**src/rtl/conv_pkg.sv**
```systemverilog
// Shared types and constants for the convolution sequencer.
package conv_pkg;

  // Sequencer states. One pass per output pixel is INIT -> ISSUE -> DRAIN -> OUTPUT.
  typedef enum logic [2:0] {
    ST_IDLE   = 3'd0,
    ST_INIT   = 3'd1,
    ST_ISSUE  = 3'd2,
    ST_DRAIN  = 3'd3,
    ST_OUTPUT = 3'd4,
    ST_DONE   = 3'd5
  } state_e;

  // One cycle for the last SRAM read to return, one for the MAC register update.
  localparam int DRAIN_CYCLES = 2;
  localparam int DRAIN_CNT_W  = $clog2(DRAIN_CYCLES + 1);

  // A zero-sized input or kernel, or a kernel larger than the input, yields no pixels.
  function automatic logic dims_bad(input logic [31:0] n, input logic [31:0] k);
    return (n == 32'd0) || (k == 32'd0) || (k > n);
  endfunction

endpackage

```
**src/rtl/conv_addr_gen.sv**
```systemverilog
// Nested pixel (i,j) and tap (p,q) counters plus SRAM address arithmetic.
// The counters hold the tap presented in the current cycle; addresses are
// derived from them, so a tap step takes effect on the next cycle.
module conv_addr_gen
  import conv_pkg::*;
#(
  parameter int DIMW = 8,
  parameter int XAW  = 16,
  parameter int WAW  = 8
) (
  input  logic            clk,
  input  logic            reset,
  input  logic            load,
  input  logic [DIMW-1:0] n_dim,
  input  logic [DIMW-1:0] k_dim,
  input  logic            step,
  input  logic            advance,
  output logic [XAW-1:0]  x_addr,
  output logic [WAW-1:0]  w_addr,
  output logic            last_tap,
  output logic            last_pixel
);

  logic [DIMW-1:0] n_q, n_d;
  logic [DIMW-1:0] k_q, k_d;
  logic [DIMW-1:0] m_q, m_d;
  logic [DIMW-1:0] i_q, i_d;
  logic [DIMW-1:0] j_q, j_d;
  logic [DIMW-1:0] p_q, p_d;
  logic [DIMW-1:0] q_q, q_d;

  logic [XAW-1:0] x_row;
  logic [XAW-1:0] x_col;

  assign last_tap   = (p_q == k_q - DIMW'(1)) && (q_q == k_q - DIMW'(1));
  assign last_pixel = (i_q == m_q - DIMW'(1)) && (j_q == m_q - DIMW'(1));

  // Address arithmetic is unsigned and wraps at the address width.
  always_comb begin
    x_row  = XAW'(i_q) + XAW'(p_q);
    x_col  = XAW'(j_q) + XAW'(q_q);
    x_addr = x_row * XAW'(n_q) + x_col;
    w_addr = WAW'(p_q) * WAW'(k_q) + WAW'(q_q);
  end

  // Next-state for dimensions and counters: q innermost within a pixel, j innermost across pixels.
  always_comb begin
    // NOTE: every variable gets a default before any branch so no path leaves it unassigned, which would infer a latch.
    n_d = n_q;
    k_d = k_q;
    m_d = m_q;
    i_d = i_q;
    j_d = j_q;
    p_d = p_q;
    q_d = q_q;
    if (load) begin
      n_d = n_dim;
      k_d = k_dim;
      m_d = n_dim - k_dim + DIMW'(1);
      i_d = '0;
      j_d = '0;
      p_d = '0;
      q_d = '0;
    end else begin
      if (step) begin
        if (q_q == k_q - DIMW'(1)) begin
          q_d = '0;
          p_d = (p_q == k_q - DIMW'(1)) ? '0 : p_q + DIMW'(1);
        end else begin
          q_d = q_q + DIMW'(1);
        end
      end
      if (advance) begin
        if (j_q == m_q - DIMW'(1)) begin
          j_d = '0;
          i_d = (i_q == m_q - DIMW'(1)) ? '0 : i_q + DIMW'(1);
        end else begin
          j_d = j_q + DIMW'(1);
        end
      end
    end
  end

  // Counter and dimension registers with synchronous reset.
  always_ff @(posedge clk) begin
    // NOTE: sequential state uses non-blocking assignments so every flop samples pre-edge values regardless of statement order.
    if (reset) begin
      n_q <= '0;
      k_q <= '0;
      m_q <= '0;
      i_q <= '0;
      j_q <= '0;
      p_q <= '0;
      q_q <= '0;
    end else begin
      n_q <= n_d;
      k_q <= k_d;
      m_q <= m_d;
      i_q <= i_d;
      j_q <= j_d;
      p_q <= p_d;
      q_q <= q_d;
    end
  end

endmodule

```
**src/rtl/conv_sequencer.sv**
```systemverilog
// Convolution sequencer: walks every output pixel of an n x n input with a
// k x k kernel, streams operand pairs to an external MAC and hands each
// finished pixel downstream over a valid/ready port.
module conv_sequencer
  import conv_pkg::*;
#(
  parameter int INW  = 16,
  parameter int OUTW = 64,
  parameter int DIMW = 8,
  parameter int XAW  = 16,
  parameter int WAW  = 8
) (
  input  logic            clk,
  input  logic            reset,
  input  logic            start,
  input  logic [DIMW-1:0] n_dim,
  input  logic [DIMW-1:0] k_dim,
  input  logic [INW-1:0]  bias,
  output logic [XAW-1:0]  x_addr,
  input  logic [INW-1:0]  x_data,
  output logic [WAW-1:0]  w_addr,
  input  logic [INW-1:0]  w_data,
  output logic [INW-1:0]  mac_in0,
  output logic [INW-1:0]  mac_in1,
  output logic [INW-1:0]  mac_init_value,
  output logic            mac_init_acc,
  output logic            mac_valid,
  input  logic [OUTW-1:0] mac_out,
  output logic [OUTW-1:0] y_data,
  output logic            y_valid,
  input  logic            y_ready,
  output logic            busy,
  output logic            done,
  output logic            err
);

  state_e                 state_q, state_d;
  logic [DRAIN_CNT_W-1:0] drain_cnt_q, drain_cnt_d;
  logic [INW-1:0]         init_value_q, init_value_d;
  logic                   init_acc_q, init_acc_d;
  logic                   mac_valid_q, mac_valid_d;
  logic [OUTW-1:0]        y_data_q, y_data_d;
  logic                   y_valid_q, y_valid_d;
  logic                   busy_q, busy_d;
  logic                   done_q, done_d;
  logic                   err_q, err_d;

  logic ag_load;
  logic ag_step;
  logic ag_advance;
  logic last_tap;
  logic last_pixel;

  conv_addr_gen #(
    .DIMW (DIMW),
    .XAW  (XAW),
    .WAW  (WAW)
  ) u_addr_gen (
    .clk        (clk),
    .reset      (reset),
    .load       (ag_load),
    .n_dim      (n_dim),
    .k_dim      (k_dim),
    .step       (ag_step),
    .advance    (ag_advance),
    .x_addr     (x_addr),
    .w_addr     (w_addr),
    .last_tap   (last_tap),
    .last_pixel (last_pixel)
  );

  // SRAM data returns in the cycle after ISSUE; gating keeps the operands at zero when idle.
  assign mac_in0        = mac_valid_q ? x_data : '0;
  assign mac_in1        = mac_valid_q ? w_data : '0;
  assign mac_init_value = init_value_q;
  assign mac_init_acc   = init_acc_q;
  assign mac_valid      = mac_valid_q;
  assign y_data         = y_data_q;
  assign y_valid        = y_valid_q;
  assign busy           = busy_q;
  assign done           = done_q;
  assign err            = err_q;

  // FSM next state and the registered outputs for the state being entered.
  always_comb begin
    state_d      = state_q;
    drain_cnt_d  = drain_cnt_q;
    init_value_d = init_value_q;
    init_acc_d   = 1'b0;
    mac_valid_d  = (state_q == ST_ISSUE);
    y_data_d     = y_data_q;
    y_valid_d    = y_valid_q;
    done_d       = 1'b0;
    err_d        = err_q;
    ag_load      = 1'b0;
    ag_step      = 1'b0;
    ag_advance   = 1'b0;

    unique case (state_q)
      ST_IDLE: begin
        if (start) begin
          ag_load      = 1'b1;
          init_value_d = bias;
          if (dims_bad(32'(n_dim), 32'(k_dim))) begin
            err_d   = 1'b1;
            done_d  = 1'b1;
            state_d = ST_DONE;
          end else begin
            err_d      = 1'b0;
            init_acc_d = 1'b1;
            state_d    = ST_INIT;
          end
        end
      end
      ST_INIT: begin
        state_d = ST_ISSUE;
      end
      ST_ISSUE: begin
        ag_step = 1'b1;
        if (last_tap) begin
          drain_cnt_d = '0;
          state_d     = ST_DRAIN;
        end
      end
      ST_DRAIN: begin
        drain_cnt_d = drain_cnt_q + DRAIN_CNT_W'(1);
        if (drain_cnt_q == DRAIN_CNT_W'(DRAIN_CYCLES - 1)) begin
          y_data_d  = mac_out;
          y_valid_d = 1'b1;
          state_d   = ST_OUTPUT;
        end
      end
      ST_OUTPUT: begin
        // y_data is held untouched until the downstream side accepts it.
        if (y_ready) begin
          y_valid_d  = 1'b0;
          ag_advance = 1'b1;
          if (last_pixel) begin
            done_d  = 1'b1;
            state_d = ST_DONE;
          end else begin
            init_acc_d = 1'b1;
            state_d    = ST_INIT;
          end
        end
      end
      ST_DONE: begin
        state_d = ST_IDLE;
      end
      default: begin
        state_d = ST_IDLE;
      end
    endcase

    busy_d = (state_d != ST_IDLE);
  end

  // State and output registers; reset wins over any start in the same cycle.
  always_ff @(posedge clk) begin
    if (reset) begin
      state_q      <= ST_IDLE;
      drain_cnt_q  <= '0;
      init_value_q <= '0;
      init_acc_q   <= 1'b0;
      mac_valid_q  <= 1'b0;
      y_data_q     <= '0;
      y_valid_q    <= 1'b0;
      busy_q       <= 1'b0;
      done_q       <= 1'b0;
      err_q        <= 1'b0;
    end else begin
      state_q      <= state_d;
      drain_cnt_q  <= drain_cnt_d;
      init_value_q <= init_value_d;
      init_acc_q   <= init_acc_d;
      mac_valid_q  <= mac_valid_d;
      y_data_q     <= y_data_d;
      y_valid_q    <= y_valid_d;
      busy_q       <= busy_d;
      done_q       <= done_d;
      err_q        <= err_d;
    end
  end

endmodule

```
**config.mk**
```make
export PLATFORM = sky130hd
export DESIGN_NAME = conv_sequencer
export DESIGN_NICKNAME = d
export VERILOG_FILES = /design/src/rtl/conv_pkg.sv /design/src/rtl/conv_addr_gen.sv /design/src/rtl/conv_sequencer.sv
export SDC_FILE = /design/constraint.sdc
export NUM_CORES = 1
export LEC_CHECK = 0
export CORE_MARGIN = 2
export CORE_UTILIZATION = 51
export DETAILED_ROUTE_END_ITERATION = 8
export PLACE_DENSITY = 0.82
export SYNTH_ARGS = -nofsm -noshare
export SYNTH_HDL_FRONTEND = slang
export SYNTH_SLANG_ARGS = --single-unit
```
**constraint.sdc**
```tcl
create_clock -name clk -period 10.3 [get_ports clk]
set_clock_uncertainty 0.15 [all_clocks]
set_input_delay 2.06 -clock clk [delete_from_list [all_inputs] [get_ports clk]]
set_output_delay 2.06 -clock clk [all_outputs]
set_load 0.02 [all_outputs]
```
Yosys cells after proc, flatten, opt, wreduce, memory -nomap -nowiden
Cells that the tools add are included.
Storage, ports and cells
  bits of input ports: 132
  output and inout bits: 142
  bits in registers: 147
Operators by class
  multiply operators: 2
  order comparisons: 1
  mux-type cells: 33
  eq/ne operators: 12
  reductions and logical operators: 17
  $add $sub $neg: 13
Operators with widths (number)
  8-bit by 1-bit adder with 8-bit output (second input constant): 5
  8-bit equality test: 4
  16-bit 2-to-1 mux: 2
  8-bit 2-to-1 mux: 4
  8-bit by 8-bit adder with 9-bit output: 2
  3-bit 2-to-1 mux: 6
  16-bit adder: 1
  8-bit zero test: 2
  16-bit by 8-bit multiplier with 16-bit output: 1
  8-bit by 1-bit subtractor with 8-bit output (second input constant): 2
  1-bit 2-to-1 mux: 15
  3-bit one-hot mux with 5 select lines: 1
  2-bit AND reduction: 5
  8-bit adder: 1
  8-bit greater-than comparator: 1
  8-bit by 8-bit multiplier with 8-bit output: 1
  8-bit subtractor: 1
  3-bit by 2-bit equality test with 1-bit output (second input constant): 2
  1-bit one-hot mux with 2 select lines: 3
  2-bit inequality test (second input constant): 2
  2-bit one-hot mux with 2 select lines: 1
  2-bit nonzero test: 2
  3-bit by 1-bit equality test with 1-bit output (second input constant): 1
  3-bit equality test (second input constant): 1
  10 further kinds: 12

Depth between registers and ports, before layout
  depth in word-level cells: 7
  depth in mapped cells: 24

By module
Synthesis repeated with hierarchy kept, for this count alone.
Unflattened totals
  cells, all modules: 1432
  area total of the unflattened synthesis: 11807.6 um^2
By module, submodules not included
  conv_addr_gen: sequential area each 1121.1 um^2, cells an instance 955, times used 1, area each 8131.5 um^2
  conv_sequencer: sequential area each 1821.7 um^2, cells an instance 477, times used 1, area each 3676.0 um^2

Worst setup path before layout
No wires, ideal clock.
  path type: register -> output
  from: register u_addr_gen.i_q[0]
  to: output port x_addr[15]
  arrival time: 6.049 ns
  stages on the path, launching flop included: 23
  required time: 8.090 ns
  path slack: 2.041 ns
  cell sequence: dfxtp_1 > ha_1 > fa_1 > a21o_1 > a21oi_1 > nor2b_1 > o31a_1 > a21oi_1 > nand2_1 > fa_1 > inv_1 > fa_1 > inv_1 > fa_1 > fa_1 > inv_1 > ha_1 > o21ai_0 > a21boi_0 > o41a_1 > a41o_1 > o41a_1 > xnor2_1
On the way
  longest elaborated chain between the ends: 3
RTL lines
  start, declared: RTL line conv_addr_gen.sv:27  | logic [DIMW-1:0] i_q, i_d;
  start signal, assigned: RTL line conv_addr_gen.sv:99  | i_q <= i_d;
  8-bit by 8-bit adder with 9-bit output: RTL line conv_addr_gen.sv:40  | x_row = XAW'(i_q) + XAW'(p_q);
  16-bit by 8-bit multiplier with 16-bit output: RTL line conv_addr_gen.sv:42  | x_addr = x_row * XAW'(n_q) + x_col;
  16-bit adder: RTL line conv_addr_gen.sv:42
  end, declared: RTL line conv_sequencer.sv:19  | output logic [XAW-1:0] x_addr,
Every way passes these cells.

Worst setup path after layout
  from: register u_addr_gen.p_q[0]
  to: output port x_addr[15]
On the way
  longest elaborated chain between the ends: 3
RTL lines
  start, declared: RTL line conv_addr_gen.sv:29  | logic [DIMW-1:0] p_q, p_d;
  start signal, assigned: RTL line conv_addr_gen.sv:101  | p_q <= p_d;
  8-bit by 8-bit adder with 9-bit output: RTL line conv_addr_gen.sv:40
  16-bit by 8-bit multiplier with 16-bit output: RTL line conv_addr_gen.sv:42
  16-bit adder: RTL line conv_addr_gen.sv:42
Every way passes these cells.

==> results by group <==
Outcome
  • Outcome: complete, no violations

Placed design
  • Routability congestion estimate from global placement: a little over 0.9
  • IO buf count: about 270
  • Post-detail-place hpwl: about 24 mm

Global routing
  • Largest net degree at the start of global routing: 78
  • Gr usage total: 27.1%
  • Antenna violations before repair: 0
  • First-pass GRT wire length: just under 50 mm
  • Total gr overflow: 0
  • Vias in the first global route: 10.0k

Timing
  • Final-report setup violation count: 0
  • Minimum clock period: roughly 10 ns
  • Final period utilization: 94.6%
  • Slew Viols, Final: 0
  • Hold_ws: roughly 0.30 ns
  • Worst slew pin tran: 0.960 ns
  • Final Hold Fails: 0
  • Max transition margin: 34.4%
  • Sum Neg Setup Slack: 0 ns
  • RSZ-0062 raised after global routing: false
  • Max Clock Freq: between 0.1 and 0.15 GHz

Critical path
  • Crit. End Element: output port
  • Startpoint types: flop
  • CP arrival: 7.53 ns
  • CP delay by family, top: adder cells
  • Critical Path Fanout Max: 14
  • Max stage delay on crit path: 0.62 ns
  • Reg2reg path depth: 9
  • Worst-path cell chain: ha_1 -> fa_1 -> a21o_1 -> a21oi_1 -> nor2b_1 -> o31a_1 -> a21oi_1 -> nand2_1 -> fa_1 -> inv_1 -> fa_1 -> inv_1 -> fa_1 -> fa_1 -> inv_1 -> ha_1 -> o21ai_0 -> a21boi_0 -> o41a_1 -> a41o_1 -> o41a_1 -> xnor2_1 -> clkdlybuf4s50_1
  • Worst EP required: just over 8 ns
  • Worst path depth: 23
  • Setup CP Type: reg -> out
  • Critical-path top delay cell: clkdlybuf4s50_1
  • Worst Path Buf+Inv: 4
  • Crit-path most repeated cell: fa_1

Logic synthesis
  • Most used DFF post-synth: dfxtp_1
  • Yosys reg bits: 147
  • Area leader, netlist: dfxtp_1
  • Unique masters post-synth: 64
  • Syn avg cell area: 8.35 um2
  • Yosys warns: 0
  • Register area share after synthesis: around a quarter
  • Async SR Flop Fraction: 0%
  • Synth area leaders: dfxtp_1 (27%), fa_1 (13%), ha_1 (11%)
  • Cell Area, Synth: about 11000 um2
  • Syn Inst Count: between 1k and 1.5k
  • Mapped Nets: around 1.6k
  • Post-synth EDFFs: 0
  • Synth top area share: a little over a quarter

Floorplan
  • Core region area: roughly 21000 um2
  • Die Ht: 151 um
  • Initial Utilization: about 52%
  • Full die area: roughly 23000 um2
  • Die W: approximately 150 um
  • Num rows: between 50 and 60
  • Top Ports: roughly 270

Clock network
  • Clock sinks: about 150
  • Worst-path clk slew: approximately 0.060 ns
  • Setup Buffers After CTS: 0
  • Htree depth: 4
  • CTS tree: done
  • CTS max path bufs: 2
  • Post-cts sizing count: 0
  • Later-pin clock latency in the skew report: between 0.4 and 0.5 ns
  • CTS buffer count: 17
  • Root Buffer: clkbuf_16
  • Hold-fix buffers, CTS: 0

Power and ir drop
  • IR drop worst, VDD: about 120 uV
  • Power density over cell area: ~100 nW/um2
  • Total chip power: between 0.0015 and 0.002 W
  • Pleak: ~6.2 nW

Worst hold path
  • Hold Path Class: reg -> reg
  • Worst hold path cell count: 2

Drt
  • DR WL/cell: about 17 um
  • Top Layer Used: met4
  • Via Count: just under 10k
  • Number of DRC markers in iteration 0: between 600 and 700
  • Post-route DRC: 0
  • Metal-1 WL: ~12 mm
  • Final WL: roughly 30 mm
  • Metal3 WL: 2.24 mm
  • First-pass DRT Iterations: 5
  • Via density: between 5 and 6
  • Post-route ant nets: 0
  • WL met2: roughly 15 mm

Cells and area
  • Antenna diode count: 0
  • Nets: approximately 1.9k
  • Area Growth Syn to Fin: 31.4%
  • Ratio of cells with drive above 1 in the final layout: 3.63%

Flow run
  • Max_cap viols: 0
==> registers in the layout (all words and copies together), names as in the netlist, 2 cells and up <==
signal          flops
u_addr_gen.j_q      8
u_addr_gen.i_q      8
u_addr_gen.k_q      8
u_addr_gen.q_q      8
u_addr_gen.p_q      8
drain_cnt_q         2
mac_init_value     16
u_addr_gen.m_q      8
state_q             3
u_addr_gen.n_q      8
y_data             64
==> metal layers <==
metal	up-vias	GRT usage (%)
met5	-	0
met4	0	9.44
met3	73	6.27
met2	346	47.0
met1	4630	33.1
li1	4777	-
==> synth_stat cells, types with 3 or more instances <==
library cell  number
o21a_1             7
nor2b_1            5
inv_1            157
mux2i_1            3
a31oi_1            3
o31ai_1            6
nand3b_1           4
o21bai_1           3
a211o_1            4
nor2_1            56
and2_1            82
xnor3_1            7
ha_1              97
or2_2              5
nand2_1          225
nand4_1           15
a21boi_0           3
a21o_1            11
and3_1             7
nand3_1           16
nor3b_1            3
nor4_1             8
a21oi_1          101
or3_1              9
xnor2_1           68
nor3_1            17
dfxtp_1          147
a22o_1            19
clkbuf_1          61
o22ai_1            3
xor2_1            28
fa_1              71
o21ai_0           31
==> worst min-delay path: cells and delay by family, from the launching register on <==
kind,cells,cell delay [ns]
AND/OR/NAND/NOR,1,0.05
flip-flops,1,0.31
AO/OA/AOI/OAI,1,0.05
==> kinds of logic after synthesis <==
| kind of cell | Yosys count | share of synthesized area (%) |
|---|---|---|
| flops | 147 | 26.6 |
| simple gates | 469 | 20.5 |
| compound gates | 213 | 12.0 |
| buf+inv | 219 | 7.51 |
| xor+xnor | 104 | 9.25 |
| mux | 3 | 0.272 |
| fa+ha+maj | 168 | 23.9 |
==> worst paths after layout <==
| path | end | slack [ns] | start |
|---|---|---|---|
| worst max-delay path | x_addr[15] | 0.56 | u_addr_gen.p_q[0]$_SDFFE_PP0P_ |
| worst min-delay path | y_data[60]$_SDFFE_PP0P_ | 0.30 | y_data[60]$_SDFFE_PP0P_ |
| worst max register to register | u_addr_gen.p_q[0]$_SDFFE_PP0P_ | 6.96 | u_addr_gen.k_q[0]$_SDFFE_PP0P_ |
| worst min register to register | y_data[60]$_SDFFE_PP0P_ | 0.30 | y_data[60]$_SDFFE_PP0P_ |
==> layout make-up <==
| class | count | area (um2) |
|---|---|---|
| fill | 1664 | 6640 |
| clock buffer | 17 | 425 |
| sequential | 147 | 2940 |
| timing repair buffer | 278 | 2770 |
| tap | 275 | 344 |
| inverter | 157 | 589 |
| clock inverter | 15 | 159 |
| multi-input combinational | 957 | 7290 |
==> layout by cell type (no fill, tap or decap), types with 8 or more instances in the layout <==
cell             instances
inv_1                  157
a21oi_1                101
nand3_1                 16
xor2_1                  28
o21ai_0                 31
fa_1                    71
nand4_1                 15
dfxtp_1                147
nand2_1                225
clkdlybuf4s50_1        272
ha_1                    97
and2_1                  82
clkbuf_16               17
nor2_1                  54
or3_1                    9
xnor2_1                 68
a21o_1                  11
nor3_1                  16
nor4_1                   8
a22o_1                  19
==> through the flow <==
| stage | setup WS (ns) | area (um2) | instances | utilization [%] |
|---|---|---|---|---|
| after floorplan | 2.04 | 11000 | 1323 | - |
| after global placement | 1.19 | 13900 | 1814 | 65.8 |
| after detailed placement | 1.06 | 13900 | 1814 | 65.8 |
| after CTS | 0.584 | 14500 | 1846 | 68.6 |
| after global routing | 0.0915 | 14500 | 1846 | 68.6 |
| final | 0.556 | 14500 | 1846 | 68.6 |
==> power by group <==
part	internal, W	switching (W)	total (W)
registers	0.000588	0.0000364	0.000625
logic	0.000139	0.000127	0.000265
clock network	0.000344	0.000271	0.000615
total	0.00107	0.000434	0.00150
(Power assumes the default switching activity.)
